### src/rtl/wb_port_arbiter_pkg.sv
// wb_port_arbiter_pkg: shared types and defaults for the register-file write-port arbiter.
package wb_port_arbiter_pkg;
    typedef enum logic {PRI0, PRI1} arb_state_t;
    localparam int X0_ADDR = 0;
    localparam int DEF_DATA_W = 16;
    localparam int DEF_ADDR_W = 5;
    localparam int DEF_CNT_W = 8;
endpackage

### src/rtl/wb_port_arbiter_sat_counter.sv
// sat_counter: up-counter that sticks at all-ones instead of wrapping.
module sat_counter #(
    parameter int CNT_W = 8
) (
    input  logic             clk,
    input  logic             reset,
    input  logic             inc,
    output logic [CNT_W-1:0] count
);
    always_ff @(posedge clk or negedge reset)
        if (!reset) count <= '0;
        else if (inc && count != '1) count <= count + 1'b1;
endmodule

### src/rtl/wb_port_arbiter.sv
// wb_port_arbiter: two-requester arbiter for one register-file write port.
// Define WB_ARB_RR_EN for round-robin tie-breaking; otherwise r0 always wins ties.
module wb_port_arbiter
    import wb_port_arbiter_pkg::*;
#(
    parameter int DATA_W = DEF_DATA_W,
    parameter int ADDR_W = DEF_ADDR_W,
    parameter int CNT_W  = DEF_CNT_W
) (
    input  logic              clk,
    input  logic              reset,
    input  logic              stall,
    input  logic              r0_valid,
    input  logic [ADDR_W-1:0] r0_addr,
    input  logic [DATA_W-1:0] r0_data,
    output logic              r0_ready,
    input  logic              r1_valid,
    input  logic [ADDR_W-1:0] r1_addr,
    input  logic [DATA_W-1:0] r1_data,
    output logic              r1_ready,
    output logic              we3,
    output logic [ADDR_W-1:0] a3,
    output logic [DATA_W-1:0] wd3,
    output logic [CNT_W-1:0]  conflicts
);
    arb_state_t        state, state_nx;
    logic              xfer;
    logic [ADDR_W-1:0] sel_addr;
    logic [DATA_W-1:0] sel_data;

    always_ff @(posedge clk or negedge reset)
        if (!reset) state <= PRI0;
        else state <= state_nx;

    // Readys are gated by reset so nothing is offered while it is held low.
    always_comb begin
        r0_ready = reset && !stall && r0_valid && (!r1_valid || state == PRI0);
        r1_ready = reset && !stall && r1_valid && (!r0_valid || state == PRI1);
        xfer     = r0_ready || r1_ready;
        sel_addr = r0_ready ? r0_addr : r1_addr;
        sel_data = r0_ready ? r0_data : r1_data;
`ifdef WB_ARB_RR_EN
        state_nx = r0_ready ? PRI1 : r1_ready ? PRI0 : state;
`else
        state_nx = PRI0;
`endif
    end

    // Writes to x0 are accepted but suppressed at the write enable only.
    always_ff @(posedge clk or negedge reset)
        if (!reset) begin
            we3 <= 1'b0;
            a3  <= '0;
            wd3 <= '0;
        end else begin
            we3 <= xfer && sel_addr != ADDR_W'(X0_ADDR);
            if (xfer) begin
                a3  <= sel_addr;
                wd3 <= sel_data;
            end
        end

    sat_counter #(.CNT_W(CNT_W)) u_conflicts (
        .clk  (clk),
        .reset(reset),
        .inc  (r0_valid && r1_valid && !stall),
        .count(conflicts)
    );
endmodule

### config.mk
export PLATFORM = sky130hd
export DESIGN_NAME = wb_port_arbiter
export DESIGN_NICKNAME = d
export VERILOG_FILES = /design/src/rtl/wb_port_arbiter_pkg.sv /design/src/rtl/wb_port_arbiter_sat_counter.sv /design/src/rtl/wb_port_arbiter.sv
export SDC_FILE = /design/constraint.sdc
export NUM_CORES = 1
export LEC_CHECK = 0
export BUFFER_PORTS_ARGS = -buffer_cell sky130_fd_sc_hd__clkbuf_2
export CORE_MARGIN = 2
export CORE_UTILIZATION = 35
export DETAILED_ROUTE_END_ITERATION = 10
export HOLD_SLACK_MARGIN = 0.05
export PLACE_DENSITY_LB_ADDON = 0.3
export SLEW_MARGIN = 25
export SYNTH_ARGS = -nofsm -noshare
export SYNTH_HDL_FRONTEND = slang
export SYNTH_HIERARCHICAL = 1
export SYNTH_SLANG_ARGS = --single-unit
### constraint.sdc
create_clock -name clk -period 3 [get_ports clk]
set_input_delay 0.15 -clock clk [delete_from_list [all_inputs] [get_ports clk]]
set_output_delay 0.15 -clock clk [all_outputs]
set_load 0.05 [all_outputs]
==> flow_summary.yaml, run 1 <==
finish:
  area_growth_pct: 36.31
  antenna_cells: 0
  num-fill-cells: 399
  nets: 246
  fin_cells: 251
  multiInputGateArea_um2: 755.7
  seqCellArea_um2: 750.7
  drive_gt1_frac: 0.6884
sta:
  rsz0062_at_grt: "no"
  report.final.slew_viol_count: 0
  timing.hold.ws_ps: 222.3
  setup_viol: 0
  finalSetupTns_ps: 0
  fin_crit_sh: 0.6687
  fin_skew_ps: 5.693
  hold_viol_final: 0
  fmax_mhz: 498.5
  max-slew-margin-rel: 0.6304
  worst_pin_slew_ps: 554.5
  fin_crit_ps: 2006
pwr:
  p_int_uw: 917.6
  pwr-share-seq: 0.362
  pwr-share-clk: 0.248
  p_leak_uw: 0.001021
  switching_share: 0.4191
  p_sw_uw: 662.0
  peakVddDrop_v: 0.0005943
  power_density_nw_per_um2: 752.3
  finalPower_uw: 1580
  p_comb_frac: 0.391
setup_path:
  critPathCaptureType: "primary output"
  startpoint_type: "input pin"
  rr_worst_depth: 4
  worst_ep_required_time_ps: 2850
  path_class: "in2out"
  crit_arrival_ps: 1860
  cp_max_fo: 17
global_route:
  track_usage: 0.1334
  antenna_found_initial: 0
  grt_first_pass_wirelength_mm: 5.237
  grt_max_degree: 25
  grt_pass1_vias: 1143
  grt_overflow_total: 0
synth:
  yosys_warnings: 6
  syn_nets: 163
  synth_common_cells: "42 x mux2_2, 30 x dfrtp_1, 4 x nor2_1"
  synth_edf_count: 0
  synth_most_common_cell: "mux2_2"
  synth_top_area_share: 0.4874
  avgSynthCellArea_um2: 13.39
  synth.distinct_cells: 32
  synth_top_flop_cell: "dfrtp_1"
  yosys-top-cells-area: "dfrtp_1 49%, mux2_2 31%, nor3b_4 1.2%"
  synth_area_um2: 1540
  synthArstFlopShare: 1.000
  synth_area_leader_cell: "dfrtp_1"
  synth-seq-cells: 30
  synthCells: 115
  seq_area_frac_synth: 0.4874
min_path:
  hold_class: "in2reg"
  holdPathStages: 3
die:
  ioPinCount: 79
  start_util: 0.3587
  core_area_um2: 4294
  dieArea_um2: 4947
  placementRows: 24
  die_w_um: 70.34
  die_h_um: 70.34
route:
  drt-total-wl_mm: 3.160
  dr_total_vias: 1229
  dr.pass1.iters: 4
  wl_met1_mm: 1.437
  drtAntennaViolNets: 0
  drtIter0Drc: 43
  wl_met3_um: 285
  highest-signal-layer: "met4"
  vias_per_cell: 4.896
  post-route-drc-count: 0
  met2WireLength_mm: 1.360
  wl_per_cell_um: 12.59
clock_tree:
  cts_max_level: 2
  cts.repair.resized: 0
  clk_pin_slew_ps: 60
  numClockSinks: 30
  cts_tree: "yes"
  clk_path_buf_depth: 2
  cts_made_buffers: 5
  clockRootBuffer: "clkbuf_8"
  insertion_delay_ps: 280
placed_design:
  place_congestion: 0.7393
  io_buffers: 78
  dp.cells: 242
run_status:
  status: "finished, final reports clean"
job:
  maxCapViolations: 0
==> per-stage QoR <==
| stage | setup WS, ps | area (um2) | utilization |
|---|---|---|---|
| 2_1_floorplan | 1235 | 1540 | - |
| 3_3_place_gp | 1116 | 1981 | 0.4612 |
| 3_5_place_dp | 1077 | 1981 | 0.4612 |
| 4_1_cts | 938.3 | 2100 | 0.4889 |
| 5_1_grt | 846.9 | 2100 | 0.4889 |
| 6_report | 994.0 | 2100 | 0.4889 |
==> layer usage <==
metal	global-route usage	up-vias
li1	-	591
met1	0.1724	576
met2	0.1950	54
met3	0.05195	8
met4	0.06410	0
met5	0	-
==> flip-flops by register name, indices dropped and copies added, names as in the netlist <==
| signal | count |
|---|---|
| a3 | 5 |
| u_conflicts/count | 8 |
| wd3 | 16 |
| we3 | 1 |
==> timing repair <==
item                                   CTS  global route
endpoints found under the hold margin   14             0
setup buffers                            0             0
hold buffers                             1             0
==> cells by family (layout without fill, tap and decap cells) <==
| logic type | count (synthesis) | in the layout | share of synthesized area |
|---|---|---|---|
| AOI/OAI and AO/OA | 11 | 11 | 0.05606 |
| xor gates and xnor gates | 2 | 2 | 0.01137 |
| adders and majority gates | 1 | 1 | 0.008122 |
| buffers and inverters | 6 | 90 | 0.02193 |
| DFF | 30 | 30 | 0.4874 |
| muxes | 44 | 44 | 0.3241 |
| and+or+nand+nor | 21 | 21 | 0.09099 |
==> layout by cell type (no fill, tap or decap), types with 2 or more instances in the layout <==
master,synthesis,routed
mux2_2,42,42
clkbuf_8,0,5
a31oi_1,2,2
a41oi_1,2,2
clkinv_2,0,2
nand3_1,3,3
buf_4,2,2
nor3_1,2,2
dfrtp_1,30,30
a21oi_1,2,2
clkbuf_2,0,78
nor2_1,4,4
nand2_1,2,2
==> final timing paths <==
| check | slack (ps) | start | end |
|---|---|---|---|
| min in group asynchronous | 330 | reset | a3[4] |
| max in group asynchronous | 2100 | reset | u_conflicts/count[3] |
| setup / recovery | 990 | reset | r1_ready |
| hold reg to reg | 510 | wd3[6] | wd3[6] |
| setup reg to reg | 1480 | u_conflicts/count[0] | u_conflicts/count[1] |
| hold / removal | 220 | r0_data[1] | wd3[1] |
==> layout make-up <==
type,count,share of cell area
Clock buffer,5,0.03278
Clock inverter,3,0.01907
Timing Repair Buffer,81,0.1979
Inverter,1,0.001788
Sequential cell,30,0.3576
Multi-Input combinational cell,79,0.3600
Tap cell,52,0.03099
==> power groups by stage <==
stage,Sequential [uW],Combinational [uW],Clock [uW]
after floorplan,888,145,0
after global placement,580,617,0
after detailed placement,581,622,0
after CTS,574,624,405
after global routing,590,654,423
final,572,617,391
==> critical path: stages <==
cell	delay, ps
dlygate4sd3_1	530
clkbuf_2	350
nor3b_4	370
nor2b_1	170
clkbuf_2	280
Note: power is estimated with default switching activity, not from simulation.
==> run 2: changes to the inputs <==
--- a/config.mk
+++ b/config.mk
@@ -5,6 +5,7 @@
 export SDC_FILE = /design/constraint.sdc
 export NUM_CORES = 1
 export LEC_CHECK = 0
+export ABC_AREA = 1
 export BUFFER_PORTS_ARGS = -buffer_cell sky130_fd_sc_hd__clkbuf_2
 export CORE_MARGIN = 2
 export CORE_UTILIZATION = 35
==> constraint.sdc (replaced) <==
create_clock -name clk -period 2.1 [get_ports clk]
set_input_delay 0.105 -clock clk [delete_from_list [all_inputs] [get_ports clk]]
set_output_delay 0.105 -clock clk [all_outputs]
set_load 0.05 [all_outputs]
==> flow_summary.yaml, run 2 <==
min_path:
  holdPathStages: 3
  hold_start: "r0_data[1]"
  holdPathEnd: "wd3[1]"
  hold_class: "in2reg"
finish:
  reg_top3: "wd3: 16 flops, u_conflicts/count: 8 flops, a3: 5 flops"
  antenna_cells: 0
  nets: 329
  mostFrequentLayoutCells: "78 x clkbuf_2, 58 x nand2_1, 30 x dfrtp_1, 26 x nor2_1, 22 x o21ai_0"
  area_growth_pct: 33.04
  largest_reg_flops: 16
  regMostFlops: "wd3"
  drive_gt1_frac: 0.3475
  final_common_cell: "clkbuf_2"
  num-fill-cells: 444
clock_tree:
  cts_tree: "yes"
  cts_max_level: 2
  clk_path_buf_depth: 2
  numClockSinks: 30
  insertion_delay_ps: 280
  cts_made_buffers: 5
  clockRootBuffer: "clkbuf_8"
  clk_pin_slew_ps: 60
setup_path:
  worst-r2r-setup-slack_ps: 740
  critPathCaptureType: "primary output"
  worst_ep_required_time_ps: 2000
  cp.buffers_inverters: 4
  crit_arrival_ps: 1850
  rr_worst_depth: 8
  slowest_delay_ps: 540
  cp_cell_sequence: "dlygate4sd3_1 -> clkbuf_2 -> nand3_4 -> clkinv_2 -> clkbuf_2"
  cp_slowest_cell: "dlygate4sd3_1"
  cp_max_fo: 25
  reg2reg_from: "u_conflicts/count[0]"
  path_depth: 5
  rr_endpoint: "u_conflicts/count[5]"
  cp_common_cell: "clkbuf_2"
  startpoint_type: "input pin"
  cp_top_family: "buffers and inverters"
  path_class: "in2out"
synth:
  synth_top_flop_cell: "dfrtp_1"
  synth.distinct_cells: 26
  synth_top_area_share: 0.4766
  syn_nets: 247
  synth_common_cells: "58 x nand2_1, 30 x dfrtp_1, 26 x nor2_1"
  synth_area_leader_cell: "dfrtp_1"
  synth-seq-cells: 30
  synth_edf_count: 0
  synth_area_um2: 1575
  avgSynthCellArea_um2: 7.916
  synth_most_common_cell: "nand2_1"
  yosys-top-cells-area: "dfrtp_1 48%, nand2_1 14%, o21ai_0 7.0%"
  seq_area_frac_synth: 0.4766
  yosys_warnings: 6
  synthArstFlopShare: 1.000
  synthCells: 199
sta:
  max-slew-margin-rel: 0.7114
  fin_crit_sh: 0.9318
  fin_skew_ps: 2.309
  fmax_mhz: 511.0
  fin_crit_ps: 1957
  report.final.slew_viol_count: 0
  finalSetupTns_ps: 0
  hold_viol_final: 0
  setup_viol: 0
  rsz0062_at_grt: "no"
  worst_pin_slew_ps: 431.3
placed_design:
  place_congestion: 0.8221
  hpwl_mm: 2.868
  io_buffers: 78
pwr:
  p_leak_uw: 0.001142
  p_sw_uw: 855.6
  pwr-share-clk: 0.242
  pwr-share-seq: 0.389
  finalPower_uw: 1979
  peakVddDrop_v: 0.0004897
  p_comb_frac: 0.369
  p_int_uw: 1123
  power_density_nw_per_um2: 944.2
  switching_share: 0.4324
route:
  post-route-drc-count: 0
  wl_per_cell_um: 11.56
  drtAntennaViolNets: 0
  drtIter0Drc: 58
  dr.pass1.iters: 5
  dr_total_vias: 1543
  drt-total-wl_mm: 3.862
  vias_per_cell: 4.620
global_route:
  grt_pass1_vias: 1457
  track_usage: 0.1683
  antenna_found_initial: 0
  grtUsageMet3: 0.06125
  grt_first_pass_wirelength_mm: 6.658
  met1_usage: 0.2136
  grt_overflow_total: 0
  grt.met2_usage: 0.2669
  grt-busiest-layer: "met2"
  grt_max_degree: 27
run_status:
  status: "finished, final reports clean"
die:
  die_h_um: 71.09
  placementRows: 24
  ioPinCount: 79
  core_area_um2: 4354
  die_w_um: 71.09
  dieArea_um2: 5053
  start_util: 0.3618
job:
  maxCapViolations: 0
## run 2: changes by cell type after synthesis, sizes merged, moves of 16 or more
cell and delta:
nor2 +25, inv +16, o21ai +38, mux2 -44
nand2 +60
## run 2: metrics by stage
stage	utilization	area [um2]	instances	hold slack (ps)	setup slack, ps
after floorplan	-	1575	199	-190.6	510.3
after global placement	0.4549	1981	324	15.55	515.8
after detailed placement	0.4549	1981	324	25.81	425.5
after CTS	0.4805	2092	334	78.32	59.69
after global routing	0.4813	2096	334	99.96	5.239
final	0.4813	2096	334	82.68	143.2
## run 2: worst reg2reg max path, stage by stage, from the launching register on
cell,delay (ps)
dfrtp_1,460
ha_1,250
inv_1,80
nor2_4,150
nand2_4,90
nand2_8,90
inv_4,40
nand2_1,60
nand2_1,40
## run 2: kinds of logic (layout without fill, tap and decap cells)
logic type / count (synthesis) / after routing / synth area share
buffers and inverters: 23 / 106 / 0.07863
xor gates and xnor gates: 2 / 2 / 0.01112
AOI/OAI and AO/OA: 41 / 41 / 0.1327
adders and majority gates: 1 / 1 / 0.007942
and+or+nand+nor: 102 / 102 / 0.2931
DFF: 30 / 30 / 0.4766
## run 2: timing repair
action,CTS,global route
endpoints found under the setup margin,0,6
setup buffers,0,0
resized for setup,0,3
hold endpoints to repair,9,0
hold buffers,2,0
## run 2: area by class of cell
type | count | area, um2 | share of cell area
Inverter | 17 | 70.07 | 0.03343
Timing Repair Buffer | 81 | 417.9 | 0.1994
Clock buffer | 7 | 86.33 | 0.04119
Multi-Input combinational cell | 146 | 700.7 | 0.3343
Clock inverter | 1 | 5.005 | 0.002388
Sequential cell | 30 | 750.7 | 0.3582
Tap cell | 52 | 65.06 | 0.03104
## run 2: worst max path at each step
stage / startpoint / to / slack, ps
2_1_floorplan: u_conflicts/count[0] / u_conflicts/count[4] / 510
3_3_place_gp: reset / a3[2] / 520
3_5_place_dp: reset / a3[4] / 430
4_1_cts: reset / r0_ready / 60
5_1_grt: reset / r0_ready / 5
6_report: reset / r0_ready / 140
## run 2: power by group through the flow
stage               clock network [uW]  logic, uW  registers [uW]
global route                       518        788             786
finish                             479        729             770
detailed placement                   0        733             779
floorplan                            0        178            1130
global placement                     0        725             784
CTS                                496        736             771
## run 2: routing by layer
layer / up-vias / share of wire
met3: 6 / 0.091
li1: 803 / -
met1: 671 / 0.43
met2: 63 / 0.47
met5: - / 0
met4: 0 / 0.014
==> run 3: changes to the inputs <==
--- a/config.mk
+++ b/config.mk
@@ -5,7 +5,7 @@
 export SDC_FILE = /design/constraint.sdc
 export NUM_CORES = 1
 export LEC_CHECK = 0
-export ABC_AREA = 1
+export ABC_AREA = 0
 export BUFFER_PORTS_ARGS = -buffer_cell sky130_fd_sc_hd__clkbuf_2
 export CORE_MARGIN = 2
 export CORE_UTILIZATION = 35
==> flow_summary.yaml, run 3 (synthesis gave the netlist of run 1 again) <==
finish:
  area_growth_pct: 36.47
  regMostFlops: "wd3"
  drive_gt1_frac: 0.6850
  antenna_cells: 0
  nets: 247
  num-fill-cells: 378
  largest_reg_flops: 16
  mostFrequentLayoutCells: "78 x clkbuf_2, 42 x mux2_2, 30 x dfrtp_1, 6 x clkbuf_8, 4 x nor2_1"
  final_common_cell: "clkbuf_2"
  stdcell_area_um2: 2102
  reg_top3: "wd3: 16 flops, u_conflicts/count: 8 flops, a3: 5 flops"
die:
  ioPinCount: 79
  start_util: 0.3587
  die_w_um: 70.34
  dieArea_um2: 4947
  core_area_um2: 4294
  die_h_um: 70.34
  placementRows: 24
pwr:
  power_density_nw_per_um2: 1030
  switching_share: 0.4317
  p_comb_frac: 0.412
  p_int_uw: 1230
  peakVddDrop_v: 0.0007500
  p_sw_uw: 934.5
  pwr-share-seq: 0.376
  finalPower_uw: 2165
  pwr-share-clk: 0.212
  p_leak_uw: 0.001019
setup_path:
  cp.buffers_inverters: 4
  cp_slowest_cell: "dlygate4sd3_1"
  critPathCaptureType: "primary output"
  worst_ep_required_time_ps: 2000
  path_class: "in2out"
  crit_arrival_ps: 1690
  cp_top_family: "buffers and inverters"
  cp_max_fo: 31
  slowest_delay_ps: 520
  cp_common_cell: "clkbuf_2"
  cp_cell_sequence: "dlygate4sd3_1 -> clkbuf_2 -> buf_4 -> and3b_1 -> clkbuf_2"
  startpoint_type: "input pin"
sta:
  finalSetupTns_ps: 0
  hold_viol_final: 0
  report.final.slew_viol_count: 0
  max-slew-margin-rel: 0.6589
  rsz0062_at_grt: "no"
  fin_crit_ps: 1799
  worst_pin_slew_ps: 511.1
  timing.hold.ws_ps: 191.3
  fin_crit_sh: 0.8565
  fmax_mhz: 556.0
  setup_viol: 0
  fin_skew_ps: 1.911
route:
  post-route-drc-count: 0
  drt-total-wl_mm: 3.174
  vias_per_cell: 4.817
  drtAntennaViolNets: 0
  wl_per_cell_um: 12.60
  drtIter0Drc: 56
  dr_total_vias: 1214
  dr.pass1.iters: 3
clock_tree:
  numClockSinks: 30
  cts_made_buffers: 5
  cts_max_level: 2
  insertion_delay_ps: 270
  cts_tree: "yes"
  cts.repair.resized: 0
  clk_path_buf_depth: 2
  clk_pin_slew_ps: 60
  clockRootBuffer: "clkbuf_8"
placed_design:
  hpwl_mm: 2.471
  placed_area_um2: 2001
  io_buffers: 78
  place_congestion: 0.8198
run_status:
  status: "finished, final reports clean"
global_route:
  grt_overflow_total: 0
  antenna_found_initial: 0
  grt_max_degree: 32
  grt_pass1_vias: 1140
  grt_first_pass_wirelength_mm: 5.347
  track_usage: 0.1367
job:
  maxCapViolations: 0
min_path:
  hold_class: "in2reg"
-- run 3: repair_timing --
item	in CTS	in global routing
endpoints found under the hold margin	30	0
buffers inserted	0	0
hold buffers	1	0
-- run 3: worst min-delay path, stage by stage --
cell and delay [ps]:
clkbuf_2 70, mux2_2 130, mux2_2 130
-- run 3: path summary, 6_finish.rpt --
kind | start | end | slack (ps) | depth (start not counted)
worst max-delay path | reset | r0_ready | 300 | 5
worst min-delay path | r1_data[14] | wd3[14] | 190 | 3
worst max register to register | u_conflicts/count[0] | u_conflicts/count[1] | 590 | 4
worst min register to register | wd3[14] | wd3[14] | 500 | 1
max in group asynchronous | reset | wd3[6] | 1410 | 3
min in group asynchronous | reset | wd3[14] | 420 | 3
-- run 3: power groups by stage --
stage / clock [uW] / sequential [uW] / combinational, uW
2_1_floorplan: 0 / 1270 / 207
3_3_place_gp: 0 / 819 / 894
3_5_place_dp: 0 / 824 / 898
4_1_cts: 480 / 815 / 902
5_1_grt: 511 / 841 / 941
6_report: 459 / 813 / 892
-- run 3: final cells by class --
| cell class | instances | area (um2) | area share |
|---|---|---|---|
| Multi-Input combinational cell | 79 | 755.7 | 0.3595 |
| Sequential cell | 30 | 750.7 | 0.3571 |
| Timing Repair Buffer | 82 | 435.4 | 0.2071 |
| Clock buffer | 7 | 86.33 | 0.04107 |
| Tap cell | 52 | 65.06 | 0.03095 |
| Clock inverter | 1 | 5.005 | 0.002381 |
| Inverter | 1 | 3.754 | 0.001786 |
-- run 3: routing by layer --
metal	track usage	vias up	share of wire
met4	0.03846	0	0.0076
met5	0	-	0
li1	-	594	-
met3	0.05483	2	0.083
met2	0.2117	46	0.48
met1	0.1766	572	0.43
-- run 3: metrics by stage --
step,util,setup slack (ps),std cells
6_report,0.4895,301.4,252
5_1_grt,0.4895,154.9,252
4_1_cts,0.4895,249.9,252
3_5_place_dp,0.4659,614.0,243
3_3_place_gp,0.4659,662.3,243
2_1_floorplan,-,334.8,115
